File: src/rtl/systolic_pkg.sv
// Shared definitions for the ternary-weight systolic array: weight encodings
// and the decode of a 2-bit weight into the PE's accumulate operation.
package systolic_pkg;

    localparam logic [1:0] W_POS  = 2'b01;
    localparam logic [1:0] W_NEG  = 2'b11;
    localparam logic [1:0] W_ZERO = 2'b00;

    typedef enum logic [1:0] {
        OP_SKIP = 2'd0,
        OP_ADD  = 2'd1,
        OP_SUB  = 2'd2
    } pe_op_t;

    // The unused code 2'b10 falls into the default and behaves like a zero weight.
    function automatic pe_op_t decode_weight(input logic [1:0] w);
        case (w)
            W_POS:   return OP_ADD;
            W_NEG:   return OP_SUB;
            default: return OP_SKIP;
        endcase
    endfunction

endpackage

File: src/rtl/systolic_pe.sv
// Output-stationary processing element: registers the incoming activation and
// weight, forwards them right/down, and adds/subtracts/skips into its accumulator.
module systolic_pe
    import systolic_pkg::*;
#(
    parameter int WIDTH = 16
) (
    input  logic                 clk,
    input  logic                 reset,
    input  logic                 en,
    input  logic [WIDTH-1:0]     a_in,
    input  logic [1:0]           w_in,
    output logic [WIDTH-1:0]     a_out,
    output logic [1:0]           w_out,
    output logic [2*WIDTH-1:0]   acc
);

    logic [2*WIDTH-1:0] a_ext;

    // Operands are consumed from the forwarding registers, so a pair entering
    // this PE on one edge is accumulated on the next.
    assign a_ext = {{WIDTH{a_out[WIDTH-1]}}, a_out};

    always_ff @(posedge clk or posedge reset) begin
        if (reset) begin
            a_out <= '0;
            w_out <= W_ZERO;
            acc   <= '0;
        end else begin
            a_out <= a_in;
            w_out <= w_in;
            if (en) begin
                case (decode_weight(w_out))
                    OP_ADD:  acc <= acc + a_ext;
                    OP_SUB:  acc <= acc - a_ext;
                    default: acc <= acc;
                endcase
            end
        end
    end

endmodule

File: src/rtl/systolic_array.sv
// R x H output-stationary systolic array computing Y = X * W with ternary W.
// Holds the run counter, the edge skew injection, the PE grid and done.
module systolic_array
    import systolic_pkg::*;
#(
    parameter int WIDTH          = 16,
    parameter int HIDDEN_SIZE    = 4,
    parameter int CONTEXT_LENGTH = 4
) (
    input  logic                                            clk,
    input  logic                                            reset,
    input  logic [CONTEXT_LENGTH*HIDDEN_SIZE*WIDTH-1:0]     X_in,
    input  logic [HIDDEN_SIZE*HIDDEN_SIZE*2-1:0]            W_in,
    output logic [CONTEXT_LENGTH*HIDDEN_SIZE*2*WIDTH-1:0]   Y_out,
    output logic                                            done
);

    localparam int H   = HIDDEN_SIZE;
    localparam int R   = CONTEXT_LENGTH;
    localparam int LAT = R + 2*H - 1;
    localparam int CW  = $clog2(LAT + 1);
    localparam int KW  = (H > 1) ? $clog2(H) : 1;

    logic [CW-1:0]    t;
    logic [WIDTH-1:0] x_mat  [R][H];
    logic [1:0]       w_mat  [H][H];
    logic [WIDTH-1:0] a_left [R];
    logic [1:0]       w_top  [H];
    logic [WIDTH-1:0] a_q    [R][H];
    logic [1:0]       w_q    [R][H];

    // Counter saturates at LAT once done is set, freezing injection at zero.
    always_ff @(posedge clk or posedge reset) begin
        if (reset) begin
            t    <= '0;
            done <= 1'b0;
        end else if (!done) begin
            t <= t + CW'(1);
            if (t == CW'(LAT - 1))
                done <= 1'b1;
        end
    end

    for (genvar r = 0; r < R; r++) begin : g_xmat
        for (genvar k = 0; k < H; k++) begin : g_xk
            assign x_mat[r][k] = X_in[(r*H + k)*WIDTH +: WIDTH];
        end
    end

    for (genvar k = 0; k < H; k++) begin : g_wmat
        for (genvar c = 0; c < H; c++) begin : g_wc
            assign w_mat[k][c] = W_in[(k*H + c)*2 +: 2];
        end
    end

    // Row r is delayed by r cycles so X[r][k] meets W[k][c] in PE(r,c).
    for (genvar r = 0; r < R; r++) begin : g_left
        int k;
        always_comb begin
            k         = int'(t) - r;
            a_left[r] = '0;
            if (!done && k >= 0 && k < H)
                a_left[r] = x_mat[r][k[KW-1:0]];
        end
    end

    for (genvar c = 0; c < H; c++) begin : g_top
        int k;
        always_comb begin
            k        = int'(t) - c;
            w_top[c] = W_ZERO;
            if (!done && k >= 0 && k < H)
                w_top[c] = w_mat[k[KW-1:0]][c];
        end
    end

    for (genvar r = 0; r < R; r++) begin : g_row
        for (genvar c = 0; c < H; c++) begin : g_col
            logic [WIDTH-1:0] a_src;
            logic [1:0]       w_src;

            if (c == 0) begin : g_a_edge
                assign a_src = a_left[r];
            end else begin : g_a_fwd
                assign a_src = a_q[r][c-1];
            end

            if (r == 0) begin : g_w_edge
                assign w_src = w_top[c];
            end else begin : g_w_fwd
                assign w_src = w_q[r-1][c];
            end

            systolic_pe #(
                .WIDTH (WIDTH)
            ) u_pe (
                .clk   (clk),
                .reset (reset),
                .en    (!done),
                .a_in  (a_src),
                .w_in  (w_src),
                .a_out (a_q[r][c]),
                .w_out (w_q[r][c]),
                .acc   (Y_out[(r*H + c)*2*WIDTH +: 2*WIDTH])
            );
        end
    end

endmodule

File: config.mk
export PLATFORM = sky130hd
export DESIGN_NAME = systolic_array
export DESIGN_NICKNAME = d
export VERILOG_FILES = /design/src/rtl/systolic_pkg.sv /design/src/rtl/systolic_pe.sv /design/src/rtl/systolic_array.sv
export SDC_FILE = /design/constraint.sdc
export NUM_CORES = 2
export LEC_CHECK = 0
export CORE_ASPECT_RATIO = 1.4
export CORE_MARGIN = 10
export CORE_UTILIZATION = 30
export DETAILED_ROUTE_END_ITERATION = 8
export SLEW_MARGIN = 20
export SYNTH_ARGS = -nofsm -noshare
export SYNTH_HDL_FRONTEND = slang
export SYNTH_SLANG_ARGS = --single-unit
File: constraint.sdc
create_clock -name clk -period 29.2 [get_ports clk]
set_clock_uncertainty 0.15 [all_clocks]
set_input_delay 8.76 -clock clk [delete_from_list [all_inputs] [get_ports clk]]
set_output_delay 8.76 -clock clk [all_outputs]
set_load 0.01 [all_outputs]
* Yosys cells after proc, flatten, opt, wreduce, memory -nomap -nowiden
Index checks and enable logic that the tools add are counted.
Storage, ports and cells: register bits 805, word-level logic and storage cells 291, input bits 290, output and inout bits 513
Cells by class: add/sub/neg operators 36, equality and inequality tests 65, mux-type cells 82, reductions and logical operators 41, bitwise logic cells 5, $lt $le $gt $ge 12
Operator list (number):
- 32-bit case mux with 2 select lines | 16
- 32-bit adder | 16
- 32-bit subtractor | 16
- 16-bit 2-to-1 mux | 12
- 16-bit binary-select mux with 2-bit select | 4
- 8-bit binary-select mux with 2-bit select | 4
- 2-bit by 1-bit == test with 1-bit output (second input constant) | 32
- 2-bit == test (second input constant) | 32
- 2-bit case mux with 2 select lines | 16
- 2-bit 2-to-1 mux | 22
- 2-bit AND reduction | 16
- 2-bit nonzero test | 16
- 8-bit 2-to-1 mux | 2
- 5-bit by 1-bit >= comparator with 1-bit output (second input constant) | 3
- 5-bit by 4-bit < comparator with 1-bit output (second input constant) | 3
- 3-bit >= comparator (second input constant) | 4
- 6-bit 2-to-1 mux | 2
- 2-bit NOT with 3-bit output | 4
- 4-bit by 2-bit subtractor with 5-bit output (second input constant) | 2
- 1-bit logical AND | 8
- 4-bit 2-to-1 mux | 2
- 4-bit by 1-bit subtractor with 5-bit output (second input constant) | 1
- 4-bit by 1-bit adder with 4-bit output (second input constant) | 1
- 4-bit == test (second input constant) | 1
- other kinds (5) | 6

* Depth between registers and ports, before layout
word-level depth 6, mapped depth 20, gate-level depth less buffers 20

* Cells and area by module
From an unflattened synthesis, not the netlist that was laid out.
Unflattened totals: cells, all modules 7079, area total of the unflattened synthesis 61649.1 sq um
By module, submodules not included:
- systolic_pe (g_row[0].g_col[0].u_pe ...) | times used 11, cells an instance 428, area each 3667.3 sq um, seq. area each 1251.2 sq um
- systolic_pe (g_row[3].g_col[2].u_pe ...) | times used 2, cells an instance 450, area each 3771.1 sq um, seq. area each 1251.2 sq um
- systolic_pe (g_row[0].g_col[3].u_pe ...) | times used 2, cells an instance 407, area each 3624.7 sq um, seq. area each 1251.2 sq um
- systolic_pe (g_row[3].g_col[1].u_pe) | times used 1, cells an instance 447, area each 3817.4 sq um, seq. area each 1251.2 sq um
- systolic_array | times used 1, cells an instance 210, area each 2700.1 sq um, seq. area each 125.1 sq um

* Worst setup path before layout
Ideal clock, no wire load.
path type input port to flip-flop, from in X_in[58], to reg g_row[0].g_col[0].u_pe.a_out[10], stages on the path 2, library setup time 0.132 ns, path slack 19.598 ns, path buffers 0, arrival time 9.320 ns, required time 28.918 ns, cell sequence mux4_2 nor2b_1
Between the ends: word-level cells in the longest chain between the ends 4
RTL lines:
- start: declaration | RTL line systolic_array.sv:12 | input logic [CONTEXT_LENGTH*HIDDEN_SIZE*WIDTH-1:0] X_in,
- 16-bit binary-select mux with 2-bit select | RTL line systolic_array.sv:63 | a_left[r] = x_mat[r][k[KW-1:0]];
- 16-bit 2-to-1 mux (implied by the code) (2 in a row) | RTL line systolic_array.sv:63
- 16-bit 2-to-1 mux | RTL line systolic_array.sv:62 | if (!done && k >= 0 && k < H)
- via g_row[0].g_col[0].a_src[10] | RTL line systolic_array.sv:79 | logic [WIDTH-1:0] a_src;
- end signal: assignment | RTL line systolic_pe.sv:30 | a_out <= a_in;
- end: declaration | RTL line systolic_pe.sv:13 | output logic [WIDTH-1:0] a_out,
The timed path passes the listed nets, and every way through them passes these cells. The select of a mux whose other input is x is not followed. A chain may end at the register's enable or synchronous reset.

==> summary.txt <==
Clocking
  • Root Buffer: clkbuf_16
  • Hold_buf cts: 0
  • Num Clock Sinks: a little over 800
  • Clock buffer count from CTS: 92
  • CTS tree: built
  • H-Tree Depth: 3
  • PostCTS Resize Cnt: 0
  • Clock-pin slew on the worst setup and hold paths: 0.06 ns
  • CTS Buffer Depth: 3
  • Skew-Pair Late Insertion Delay: roughly 0.7 ns
  • Post-CTS Setup Bufs: 0

Critical path
  • Worst EP arrival: 13.54 ns
  • CP top delay family: buffers and inverters
  • Largest stage delay, worst path: just over 0.8 ns
  • R2r endpoint: g_row[2].g_col[1].u_pe.acc[31]$_DFFE_PP0P_
  • Max FO, Critical Path: 73
  • Worst R2R Setup Slack: 23.55 ns
  • Crit path required time: 29.72 ns
  • CP Class: primary input to asynchronous set/reset pin
  • Worst R2R Start: g_row[2].g_col[1].u_pe.a_out[1]$_DFF_PP0_
  • Crit end category: asynchronous set/reset pin
  • CP cell instances: clkdlybuf4s50_1 > clkinvlp_4 > buf_4 > buf_4 > buf_4 > buf_4 > buf_4
  • Levels on crit path: 7
  • CP max stage cell: buf_4
  • Worst r2r path cells: 17
  • CP startpoint: reset
  • Most frequent CP cell: buf_4
  • WP buf/inv: 7
  • Setup crit start kind: primary input
  • Worst Setup EP: g_row[0].g_col[1].u_pe.acc[21]$_DFFE_PP0P_

Timing
  • RSZ-0062 raised after global routing: false
  • Post-layout min period: 13.02 ns
  • PnR worst setup slack: 16.18 ns
  • Final Hold Vio Count: 0
  • Slew HR: 25.2%
  • Max Freq: 76.8 MHz
  • Setup tns final: 0 ns
  • Final count of pins violating max slew: 0
  • Final period utilization: about 45%
  • WHS: approximately 0.25 ns
  • # setup viols final: 0
  • Worst-Margin Slew: 1.12 ns

Global routing
  • Met2 usage: about a third
  • First-pass GRT wire length: 312 mm
  • Gr ovfl total: 0
  • Initial antenna violation count: 28
  • Most Crowded Layer GR: met2
  • Global Route met1 Usage: ~23%
  • GRT met3 Usage: 6.02%
  • GRT Util Overall: around a fifth
  • Vias in the first global route: 51.1k
  • Largest net degree at the start of global routing: 79

Worst hold path
  • Hold crit path type: register to register

Pwr
  • PwrDens: 109 mW/mm2
  • Net Sw Power: 3.47 mW
  • Max IR drop VDD: between 0.00005 and 0.00006 V
  • Sw Ratio: between 40% and 50%
  • Power Internal: 4.40 mW
  • Seq pwr share: 23.6%
  • Clock Power Share: between 10% and 20%
  • Leakage: 31.4 nW
  • Comb pwr share: between 60 and 70%
  • Total chip power: around 8 mW

Placed design
  • Routability cong.: 0.922
  • Placed inst area: 0.0687 mm2
  • Cells after DPL: between 9k and 10k
  • IO Port Bufs: about 800
  • Pre-CTS setup slack: between 15 and 20 ns
  • DP Wirelength: 168 mm

Logic synthesis
  • Post-synth top area share: 34.7%
  • Synth area leaders: dfrtp_1 (35%), ha_1 (12%), a21oi_1 (6.0%)
  • Post-synth EDFFs: 0
  • Syn_area_per_cell: 8.93 um2
  • Mapped Area: 0.0580 mm2
  • Primary FF master, synth: dfrtp_1
  • Warnings, synthesis: 0
  • Yosys reg bits: 805
  • Synth Instances: 6497
  • Synth area leader: dfrtp_1
  • Yosys cell types: 98
  • FFs w/ async S/R, synth: 100%
  • Syn Nets: 7338
  • Sequential-to-total area share from yosys stat: between 30% and 40%

Flow run
  • Max Cap Violations: 0

Cells and area
  • Layout Cells excl Fill: 9785
  • P&R area growth vs syn: 24.0%
  • Filler cells: 19.2k
  • Share of layout cells above drive strength 1: 5.31%
  • Commonest non-fill, non-tap cells in the layout: dfrtp_1 (802), clkdlybuf4s50_1 (802), nand2_1 (787)
  • Fin area: about 0.07 mm2
  • Final Util: a little under two fifths
  • Fin nets: roughly 8.1k

Route
  • DRT Pass-1 Iters: 7
  • WL/cell: around 21 um
  • Routed vias/inst: around 5.2
  • DRC violations left: 0
  • Iteration-0 DRC Markers: ~3.0k
  • WL final: 208 mm
  • Vias: 50.9k
  • ANT nets after route: 0

Die
  • Total Die Area: around 0.21 mm2
  • Core ar.: 0.192 mm2
  • Boundary Pins: around 800
  • Rows: 190
  • Starting Density: between 30% and 40%
  • Die width: 392 um
  • Chip height: 540 um

Run status
  • Outcome: finished, final reports clean
[registers in the layout, indices dropped and copies added (netlist names)]
signal                  flops
done                        1
g_row.g_col.u_pe.acc      512
g_row.g_col.u_pe.w_out     32
g_row.g_col.u_pe.a_out    256
t                           4
[Yosys cell counts (26+ instances only)]
| cell | n |
|---|---|
| dfrtp_1 | 805 |
| o21bai_1 | 56 |
| nor3b_1 | 26 |
| and2_1 | 32 |
| a21oi_1 | 692 |
| a31oi_1 | 62 |
| and3_1 | 48 |
| o21a_1 | 57 |
| o21ai_1 | 106 |
| o21ai_0 | 608 |
| nor3_1 | 101 |
| inv_1 | 185 |
| mux4_2 | 72 |
| or4_1 | 26 |
| clkbuf_1 | 210 |
| xnor2_1 | 357 |
| nand4_1 | 33 |
| nand3_1 | 89 |
| a21o_1 | 273 |
| xor2_1 | 310 |
| nand2b_1 | 86 |
| nand2_1 | 787 |
| o31ai_1 | 61 |
| nor2_1 | 336 |
| nor4_1 | 27 |
| ha_1 | 535 |
| nor2b_1 | 128 |
| a211oi_1 | 34 |
[logic make-up after synthesis]
family | share of synthesized area [%]
xor+xnor | 10.1
flops | 34.7
simple gates | 14.4
compound gates | 22.5
fa+ha+maj | 12.1
buf+inv | 2.66
mux | 3.57
[power groups by stage]
stage / Sequential [mW] / Clock (mW) / Combinational, mW
2_1_floorplan: 1.89 / 0 / 2.99
3_3_place_gp: 1.88 / 0 / 4.69
3_5_place_dp: 1.89 / 0 / 4.74
4_1_cts: 1.87 / 1.29 / 4.77
5_1_grt: 1.91 / 1.33 / 5.30
6_report: 1.86 / 1.24 / 4.77
[worst min-delay path by stage]
stage	start	end	cells past startpoint
2_1_floorplan	g_row[0].g_col[0].u_pe.w_out[1]$_DFF_PP0_	g_row[1].g_col[0].u_pe.w_out[1]$_DFF_PP0_	0
5_1_grt	g_row[1].g_col[3].u_pe.w_out[1]$_DFF_PP0_	g_row[2].g_col[3].u_pe.w_out[1]$_DFF_PP0_	0
6_report	g_row[1].g_col[3].u_pe.w_out[1]$_DFF_PP0_	g_row[2].g_col[3].u_pe.w_out[1]$_DFF_PP0_	0
3_5_place_dp	g_row[1].g_col[3].u_pe.w_out[1]$_DFF_PP0_	g_row[2].g_col[3].u_pe.w_out[1]$_DFF_PP0_	0
4_1_cts	g_row[1].g_col[3].u_pe.w_out[1]$_DFF_PP0_	g_row[2].g_col[3].u_pe.w_out[1]$_DFF_PP0_	0
3_3_place_gp	g_row[1].g_col[3].u_pe.w_out[1]$_DFF_PP0_	g_row[2].g_col[3].u_pe.w_out[1]$_DFF_PP0_	0
[per-layer routing]
| metal | up-vias | wire [um] |
|---|---|---|
| met4 | 10 | 7440 |
| met3 | 267 | 17600 |
| met1 | 24300 | 86200 |
| met2 | 1472 | 97100 |
| li1 | 24800 | - |
| met5 | - | 67 |
[cell type report]
class / instances / area, um2 / share of cell area (%)
clock buffers: 123 / 2650 / 3.68
clock inverters: 45 / 553 / 0.769
flip-flops and latches: 805 / 20200 / 28.0
well taps: 2496 / 3120 / 4.34
multi-input cells: 5282 / 36400 / 50.6
repair buffers: 843 / 8340 / 11.6
diodes: 5 / 12.5 / 0.0174
inverters: 186 / 702 / 0.976
[worst register-to-register path, cell delays in order, from the launching register on]
cell	delay, ns
dfrtp_1	0.50
or4_1	0.63
nor4_1	0.66
nand2_1	0.42
ha_1	0.40
nand2_1	0.05
o21ai_0	0.14
ha_1	0.39
and3_1	0.23
and2_1	0.17
nor3b_1	0.15
a221o_1	0.30
o211a_1	0.16
o41ai_1	0.53
o21ai_0	0.24
xnor2_1	0.19
nor2_1	0.07
xor2_1	0.17
Note: power is estimated with default switching activity, not from simulation.
